### config.mk
export PLATFORM = sky130hd
export DESIGN_NAME = uart_tx_fifo_feeder
export DESIGN_NICKNAME = d
export VERILOG_FILES = /design/src/rtl/uart_tx_fifo_feeder.sv
export SDC_FILE = /design/constraint.sdc
export NUM_CORES = 1
export LEC_CHECK = 0
export ABC_AREA = 0
export BUFFER_PORTS_ARGS = -buffer_cell sky130_fd_sc_hd__buf_2
export CORE_MARGIN = 10
export CORE_UTILIZATION = 45
export DETAILED_ROUTE_END_ITERATION = 10
export GPL_TIMING_DRIVEN = 0
export SETUP_SLACK_MARGIN = 0.2
export SLEW_MARGIN = 20
export SYNTH_ARGS = -nofsm -noshare
export SYNTH_HDL_FRONTEND = slang
export SYNTH_SLANG_ARGS = --single-unit
export TNS_END_PERCENT = 100
### constraint.sdc
create_clock -name clk -period 2.5 [get_ports clk]
set_clock_uncertainty 0.05 [all_clocks]
set_input_delay 0.25 -clock clk [delete_from_list [all_inputs] [get_ports clk]]
set_output_delay 0.25 -clock clk [all_outputs]
set_load 0.02 [all_outputs]
### src/rtl/uart_tx_fifo_feeder.sv
// Host-side byte FIFO feeding the UART TX controller one frame at a time.
// Launches a one-cycle strobe per word and paces itself off tx_busy.
//
// state     | meaning
// ----------+--------------------------------------------------------
// IDLE      | waiting for a queued word; pops and launches when !empty
// LAUNCH    | tx_data_valid high for this single cycle
// WAIT_BUSY | waiting for tx_busy to rise; timer expiry flags tx_err
// WAIT_DONE | frame in flight; returns to IDLE when tx_busy falls
module uart_tx_fifo_feeder #(
    parameter int DATA_WIDTH   = 8,
    parameter int DEPTH        = 8,
    parameter int ADDR_WIDTH   = 3,
    parameter int BUSY_TIMEOUT = 4
) (
    input  logic                  clk,
    input  logic                  rst,
    input  logic                  wr_en,
    input  logic [DATA_WIDTH-1:0] wr_data,
    output logic                  full,
    output logic                  empty,
    output logic [ADDR_WIDTH:0]   fifo_count,
    output logic                  overflow,
    output logic                  tx_err,
    input  logic                  err_clr,
    input  logic                  tx_busy,
    output logic                  tx_data_valid,
    output logic [DATA_WIDTH-1:0] tx_data
);

    typedef enum logic [1:0] {
        IDLE      = 2'd0,
        LAUNCH    = 2'd1,
        WAIT_BUSY = 2'd2,
        WAIT_DONE = 2'd3
    } state_t;

    localparam int                  TMR_W    = $clog2(BUSY_TIMEOUT);
    localparam logic [TMR_W-1:0]    TMR_LOAD = TMR_W'(BUSY_TIMEOUT - 1);
    localparam logic [ADDR_WIDTH:0] CNT_FULL = (ADDR_WIDTH + 1)'(DEPTH);

    state_t                  state;
    state_t                  state_next;
    logic [DATA_WIDTH-1:0]   mem [DEPTH];
    logic [ADDR_WIDTH-1:0]   wr_ptr;
    logic [ADDR_WIDTH-1:0]   rd_ptr;
    logic [TMR_W-1:0]        tmr;
    logic                    wr_acc;
    logic                    wr_drop;
    logic                    pop;
    logic                    tmr_load;
    logic                    timeout_hit;

    assign full    = (fifo_count == CNT_FULL);
    assign empty   = (fifo_count == '0);
    assign wr_acc  = wr_en & ~full;
    assign wr_drop = wr_en & full;

    // Storage carries no reset; only the pointers and count define content.
    always_ff @(posedge clk) begin
        if (wr_acc) begin
            mem[wr_ptr] <= wr_data;
        end
    end

    always_ff @(posedge clk or negedge rst) begin
        if (!rst) begin
            wr_ptr     <= '0;
            rd_ptr     <= '0;
            fifo_count <= '0;
        end else begin
            if (wr_acc) begin
                wr_ptr <= wr_ptr + ADDR_WIDTH'(1);
            end
            if (pop) begin
                rd_ptr <= rd_ptr + ADDR_WIDTH'(1);
            end
            case ({wr_acc, pop})
                2'b10:   fifo_count <= fifo_count + (ADDR_WIDTH + 1)'(1);
                2'b01:   fifo_count <= fifo_count - (ADDR_WIDTH + 1)'(1);
                default: fifo_count <= fifo_count;
            endcase
        end
    end

    always_ff @(posedge clk or negedge rst) begin
        if (!rst) begin
            tx_data <= '0;
        end else if (pop) begin
            tx_data <= mem[rd_ptr];
        end
    end

    // Busy-rise timer counts down from BUSY_TIMEOUT-1; zero is terminal.
    always_ff @(posedge clk or negedge rst) begin
        if (!rst) begin
            tmr <= '0;
        end else if (tmr_load) begin
            tmr <= TMR_LOAD;
        end else if (state == WAIT_BUSY && tmr != '0) begin
            tmr <= tmr - TMR_W'(1);
        end
    end

    // A new error in the same cycle as err_clr keeps the sticky bit set.
    always_ff @(posedge clk or negedge rst) begin
        if (!rst) begin
            overflow <= 1'b0;
            tx_err   <= 1'b0;
        end else begin
            overflow <= wr_drop     | (overflow & ~err_clr);
            tx_err   <= timeout_hit | (tx_err   & ~err_clr);
        end
    end

    always_ff @(posedge clk or negedge rst) begin
        if (!rst) begin
            state <= IDLE;
        end else begin
            state <= state_next;
        end
    end

    always_comb begin
        state_next = state;
        case (state)
            IDLE: begin
                if (!empty) begin
                    state_next = LAUNCH;
                end
            end
            LAUNCH: begin
                state_next = WAIT_BUSY;
            end
            WAIT_BUSY: begin
                if (tx_busy) begin
                    state_next = WAIT_DONE;
                end else if (tmr == '0) begin
                    state_next = IDLE;
                end
            end
            WAIT_DONE: begin
                if (!tx_busy) begin
                    state_next = IDLE;
                end
            end
            default: state_next = IDLE;
        endcase
    end

    // Strobe decoded from registered state so reset drops it at once.
    always_comb begin
        pop           = 1'b0;
        tx_data_valid = 1'b0;
        tmr_load      = 1'b0;
        timeout_hit   = 1'b0;
        case (state)
            IDLE:      pop = ~empty;
            LAUNCH: begin
                tx_data_valid = 1'b1;
                tmr_load      = 1'b1;
            end
            WAIT_BUSY: timeout_hit = ~tx_busy & (tmr == '0);
            default: ;
        endcase
    end

endmodule

# After elaboration in Yosys (flattened, before gate mapping)
# Memory sizes are Yosys's and may differ from the RTL's. A register that Yosys moved wholly into a read port is not among the register bits.
# Cells that the tools add are included.
classes:
  n_bitwise: 11
  n_mux: 13
  reduce_logical: 9
  eq_ne: 9
  add_sub_neg: 5
ops:
  columns: ["cell", "count"]
  rows:
  - ["$mux W2", 6]
  - ["$pmux W2 S4", 1]
  - ["$pmux W4 S2", 1]
  - ["$add A3 B1 Y3 const B", 2]
  - ["$eq A2 B2 Y1 const B", 3]
  - ["$reduce_bool A2 Y1", 3]
  - ["$and A1 B1 Y1", 5]
  - ["$mux W1", 5]
  - ["$add A4 B1 Y4 const B", 1]
  - ["$eq A2 B1 Y1 const B", 2]
  - ["$eq A4 B4 Y1 const B", 1]
  - ["$logic_not A2 Y1", 2]
  - ["$logic_not A4 Y1", 1]
  - ["$ne A2 B2 Y1 const B", 2]
  - ["$not A1 Y1", 4]
  - ["$sub A4 B1 Y4 const B", 1]
  - ["$ne A3 B2 Y1 const B", 1]
  - ["$reduce_and A3 Y1", 1]
  - ["$or A1 B1 Y1", 2]
  - ["$sub A2 B1 Y2 const B", 1]
  - ["$logic_and A1 B1 Y1", 1]
  - ["$logic_not A1 Y1", 1]
totals:
  memories: 1
  reg_bits: 16
  in_bits: 13
  output_inout_bits: 17
  ram_bits: 64
  wordCells: 55
memory_table:
  columns: ["name", "depth", "word_bits", "read_ports", "rd_clocked_by_memory_dff", "write_ports", "line_no", "rtl"]
  rows:
  - ["mem", 8, 8, 1, 1, 1, "44", "logic [DATA_WIDTH-1:0] mem [DEPTH];"]

# Logic depth before layout (Yosys ltp)
depth:
  word_depth: 5
  ltp_mapped: 12
  mapped_depth_nobuf: 10

# Least setup slack after synthesis
# OpenSTA, ideal clock, no wires.
synth_path:
  kind: "flip-flop to flip-flop"
  from: "register fifo_count[1]"
  to: "register fifo_count[2]"
  synth_period_minus_slack_ns: 2.743
  required_ns: 2.313
  path_buffers: 2
  stages_incl_launch_ff: 13
  slack_ns: -0.243
  arrival_time_ns: 2.555
  setup_ns: 0.137
  cell_sequence: "dfrtp_1 -> buf_2 -> nor4_2 -> or3_1 -> inv_2 -> buf_6 -> ha_1 -> xor2_1 -> ha_1 -> a21oi_1 -> xor2_1 -> nor2_1 -> xor2_1"
synth_between:
  elab_chain_len: 5
  elab_cells_between_ends: 12
  cone_classes: "2 x add/sub; 3 x eq/ne; 2 x mux; 3 x bitwise; 2 x reduce/logical"
synth_lines:
  columns: ["item", "line_no", "rtl"]
  rows:
  - ["from (decl)", "22", "output logic [ADDR_WIDTH:0] fifo_count,"]
  - ["from (signal assigned)", "79", "2'b10: fifo_count <= fifo_count + (ADDR_WIDTH + 1)'(1);"]
  - ["from (signal assigned)", "80", "2'b01: fifo_count <= fifo_count - (ADDR_WIDTH + 1)'(1);"]
  - ["from (signal assigned)", "81", "default: fifo_count <= fifo_count;"]
  - ["$logic_not A4 Y1 (*)", "55", "assign empty = (fifo_count == '0);"]
  - ["net empty", "21", "output logic empty,"]
  - ["$not A1 Y1 (*)", "158", "IDLE: pop = ~empty;"]
  - ["$mux W1 (*)", "157", "case (state)"]
  - ["net pop", "50", "logic pop;"]
  - ["$eq A2 B1 Y1 / $eq A2 B2 Y1 (equally long branches)", "78", "case ({wr_acc, pop})"]
  - ["$pmux W4 S2 / $reduce_bool A2 Y1 (equally long branches)", null, null]
# The timed path passes the listed nets; every way through them passes the cells marked *.
# A chain may end at the register's enable or synchronous reset.

# Worst setup path in the final report
layout_path:
  from: "register fifo_count[1]"
  to: "register fifo_count[2]"
layout_between:
  elab_chain_len: 5
  elab_cells_between_ends: 12
  cone_classes: "2 x add/sub; 3 x eq/ne; 2 x mux; 3 x bitwise; 2 x reduce/logical"
layout_lines:
  columns: ["item", "line_no"]
  rows:
  - ["$logic_not A4 Y1 (*)", "55"]
  - ["$not A1 Y1 (*)", "158"]
  - ["$mux W1 (*)", "157"]
  - ["net pop", "50"]
  - ["$eq A2 B1 Y1 / $eq A2 B2 Y1 (equally long branches)", "78"]
  - ["$pmux W4 S2 / $reduce_bool A2 Y1 (equally long branches)", null]
# Marks and branches as above.

==> metrics.yaml <==
run_status:
  status: "finished, final reports clean"
setup_path:
  r2r-start: "fifo_count[1]"
  crit_chain: "buf_6 > nor4_4 > or3_4 > inv_2 > buf_12 > ha_4 > xor2_2 > ha_2 > a21oi_2 > xor2_1 > nor2_1 > xor2_1"
  cp_max_fo: 11
  cpMostUsedCell: "xor2_1"
  cp-start-kind: "register"
  cp-end-kind: "register"
  crit_type: "register to register"
  rr_endpoint: "fifo_count[2]"
  rrSetupSlack_ps: 240
  cp_slowest_stage_delay_ps: 390
  critPathSlowestCell: "or3_4"
  arrival_ps: 2480
  critical_path_required_ps: 2720
  rr_worst_depth: 12
synth:
  synthArstFlopShare: 0.273
  netlist.area_leader.share: 0.531
  synth-edff-count: 64
  synthesis.nets: 269
  synthTopCellsByArea: "edfxtp_1 53%, dfrtp_1 17%, mux2i_1 8.8%"
  synth_top_area_cell: "edfxtp_1"
  syn_area_per_cell_sq_um: 14.5
  ys_ff_latch: 88
  yosysWarningCount: 0
  synthesis.area_sq_um: 3620
  synth_ff_type: "edfxtp_1"
  ys_seq_area_frac: 0.696
  synth_cell_types: 34
  syn_inst: 250
hold_path:
  hold_start: "err_clr"
  hold_depth: 2
  hold_end: "overflow"
  hold_class: "input port to register"
sta:
  hold_slack_ps: 19.7
  setup_viol: 0
  hold_viol: 0
  drv_slew: 0
  worstMarginPinSlew_ps: 904
  post-route-period-util: 0.905
  relSlewSlack: 0.395
  setup_tns_ps: 0
  post-route-min-period_ps: 2260
  clock.fmax_mhz: 442
  grt_setup_unrepaired: "true"
finish:
  fillCellCount: 662
  nets: 314
  seq_area_sq_um: 2530
  final_cell_mix: "64 x edfxtp_1, 32 x buf_2, 32 x mux2i_1"
  design_area_sq_um: 4190
  final_common_cell: "edfxtp_1"
  antennaDiodeCount: 0
  drive_gt1_frac: 0.247
  multi_input_area_sq_um: 1090
  syn2layout_area_growth_pct: 15.6
global_routing:
  antenna_found_initial: 0
  track_usage: 0.127
  overflow: 0
  grt_max_degree: 25
  grt_pass1_wl_microns: 11300
  grt_pass1_vias: 2135
cts:
  h-tree-depth: 3
  root_buffer: "clkbuf_8"
  clk_pin_slew_worst_paths_ps: 90
  cts.path.max_buffers: 2
  cts_tree: "yes"
  cts_inserted_buffers: 9
  cts.sinks: 88
  clk_latency_ps: 350
placed_design:
  place_congestion: 0.745
  dpl_cell_area_sq_um: 3980
  dp.final_hpwl_microns: 4820
  port_buffers: 29
floorplanning:
  rows: 32
  top_level_ports: 30
  die_y_microns: 110
  die_w_microns: 110
  coreArea_sq_um: 7770
  die_area_sq_um: 12000
  initial_core_util: 0.466
route:
  vias: 2057
  wl_per_cell_microns: 18.0
  drtIter0Drc: 103
  drt_wl_total_microns: 7240
  via_per_inst: 5.12
  final_antenna_net_count: 0
  dr.pass1.iters: 4
  drc_errors: 0
power_and_ir_drop:
  ir_drop_v: 0.000610
  p_per_area_nw_per_um2: 1180
  total_power_uw: 4960
  p_leak_uw: 0.00165
job:
  cap_violations: 0
-- final cells by class --
| type | instances | area share |
|---|---|---|
| well taps | 102 | 0.0305 |
| clock inverters | 4 | 0.00508 |
| multi-input cells | 144 | 0.260 |
| plain buffers | 11 | 0.0185 |
| inverters | 7 | 0.00628 |
| clock buffers | 12 | 0.0323 |
| repair buffers | 34 | 0.0442 |
| flip-flops and latches | 88 | 0.603 |
-- logic make-up after synthesis --
logic type | after synthesis | share of synthesized area
xor gates and xnor gates | 8 | 0.0193
muxes | 33 | 0.0915
AOI/OAI and AO/OA | 28 | 0.0556
and+or+nand+nor | 69 | 0.0922
buffers and inverters | 18 | 0.0242
adders and majority gates | 6 | 0.0207
DFF | 88 | 0.696
-- per-layer routing --
metal,global-route usage,routed length (microns)
met1,0.167,3380
met2,0.197,3460
met3,0.0287,264
met4,0.0558,128
met5,0,0
-- stage by stage --
step / instances / worst slack (ps) / util
after global placement: 381 / -325 / 0.509
after detailed placement: 383 / 91.3 / 0.512
after CTS: 402 / 130 / 0.537
final: 402 / 238 / 0.539
after global routing: 402 / 83.7 / 0.539
after floorplan: 250 / 19.7 / -
-- worst max-delay path by stage --
stage                             start             to  cells past startpoint
after global placement    fifo_count[0]      mem[0][2]                      4
after detailed placement  fifo_count[0]      mem[4][3]                      4
after global routing      fifo_count[0]  fifo_count[2]                     11
final                     fifo_count[1]  fifo_count[2]                     12
after CTS                 fifo_count[3]      mem[4][6]                      4
after floorplan           fifo_count[1]  fifo_count[2]                     12
-- power breakdown --
part | internal, uW | switching (uW) | total, uW
Sequential | 1920 | 206 | 2130
Clock | 356 | 472 | 828
Combinational | 818 | 1190 | 2000
-- cell usage after synthesis, types with 2 or more instances --
cell      instances
a21oi_1           4
a22oi_1          16
buf_1             3
buf_2             4
buf_4             2
dfrtp_1          24
edfxtp_1         64
ha_1              6
inv_1             6
mux2i_1          32
nand2_1          31
nand2b_1          6
nand3_1           8
nor2_1           10
nor2b_1           4
nor3_1            3
nor3b_1           2
o21ai_0           2
o22a_1            2
xnor2_1           4
xor2_1            4
-- sequential cells by signal, summed over array words and instances (netlist names) --
register    flops
tmr             2
mem            64
fifo_count      4
tx_err          1
tx_data         8
rd_ptr          3
wr_ptr          3
state           2
overflow        1
-- timing repair --
| item | CTS | global route |
|---|---|---|
| endpoints found under the setup margin | 51 | 35 |
| endpoints found under the hold margin | 24 | 0 |
| pin swaps | 2 | 1 |
| buffers inserted | 2 | 0 |
| hold buffers | 1 | 0 |
| resized for setup | 6 | 5 |
| cloned | 0 | 0 |
-- worst max-delay path: cells and delay by family, from the launching register on --
kind | cells | cell delay [ps]
AO/OA/AOI/OAI | 1 | 40
XOR/XNOR | 3 | 440
adder cells (fa/ha/maj) | 2 | 360
buffers and inverters | 3 | 370
flip-flops | 1 | 360
AND/OR/NAND/NOR | 3 | 550
(Power assumes the default switching activity.)
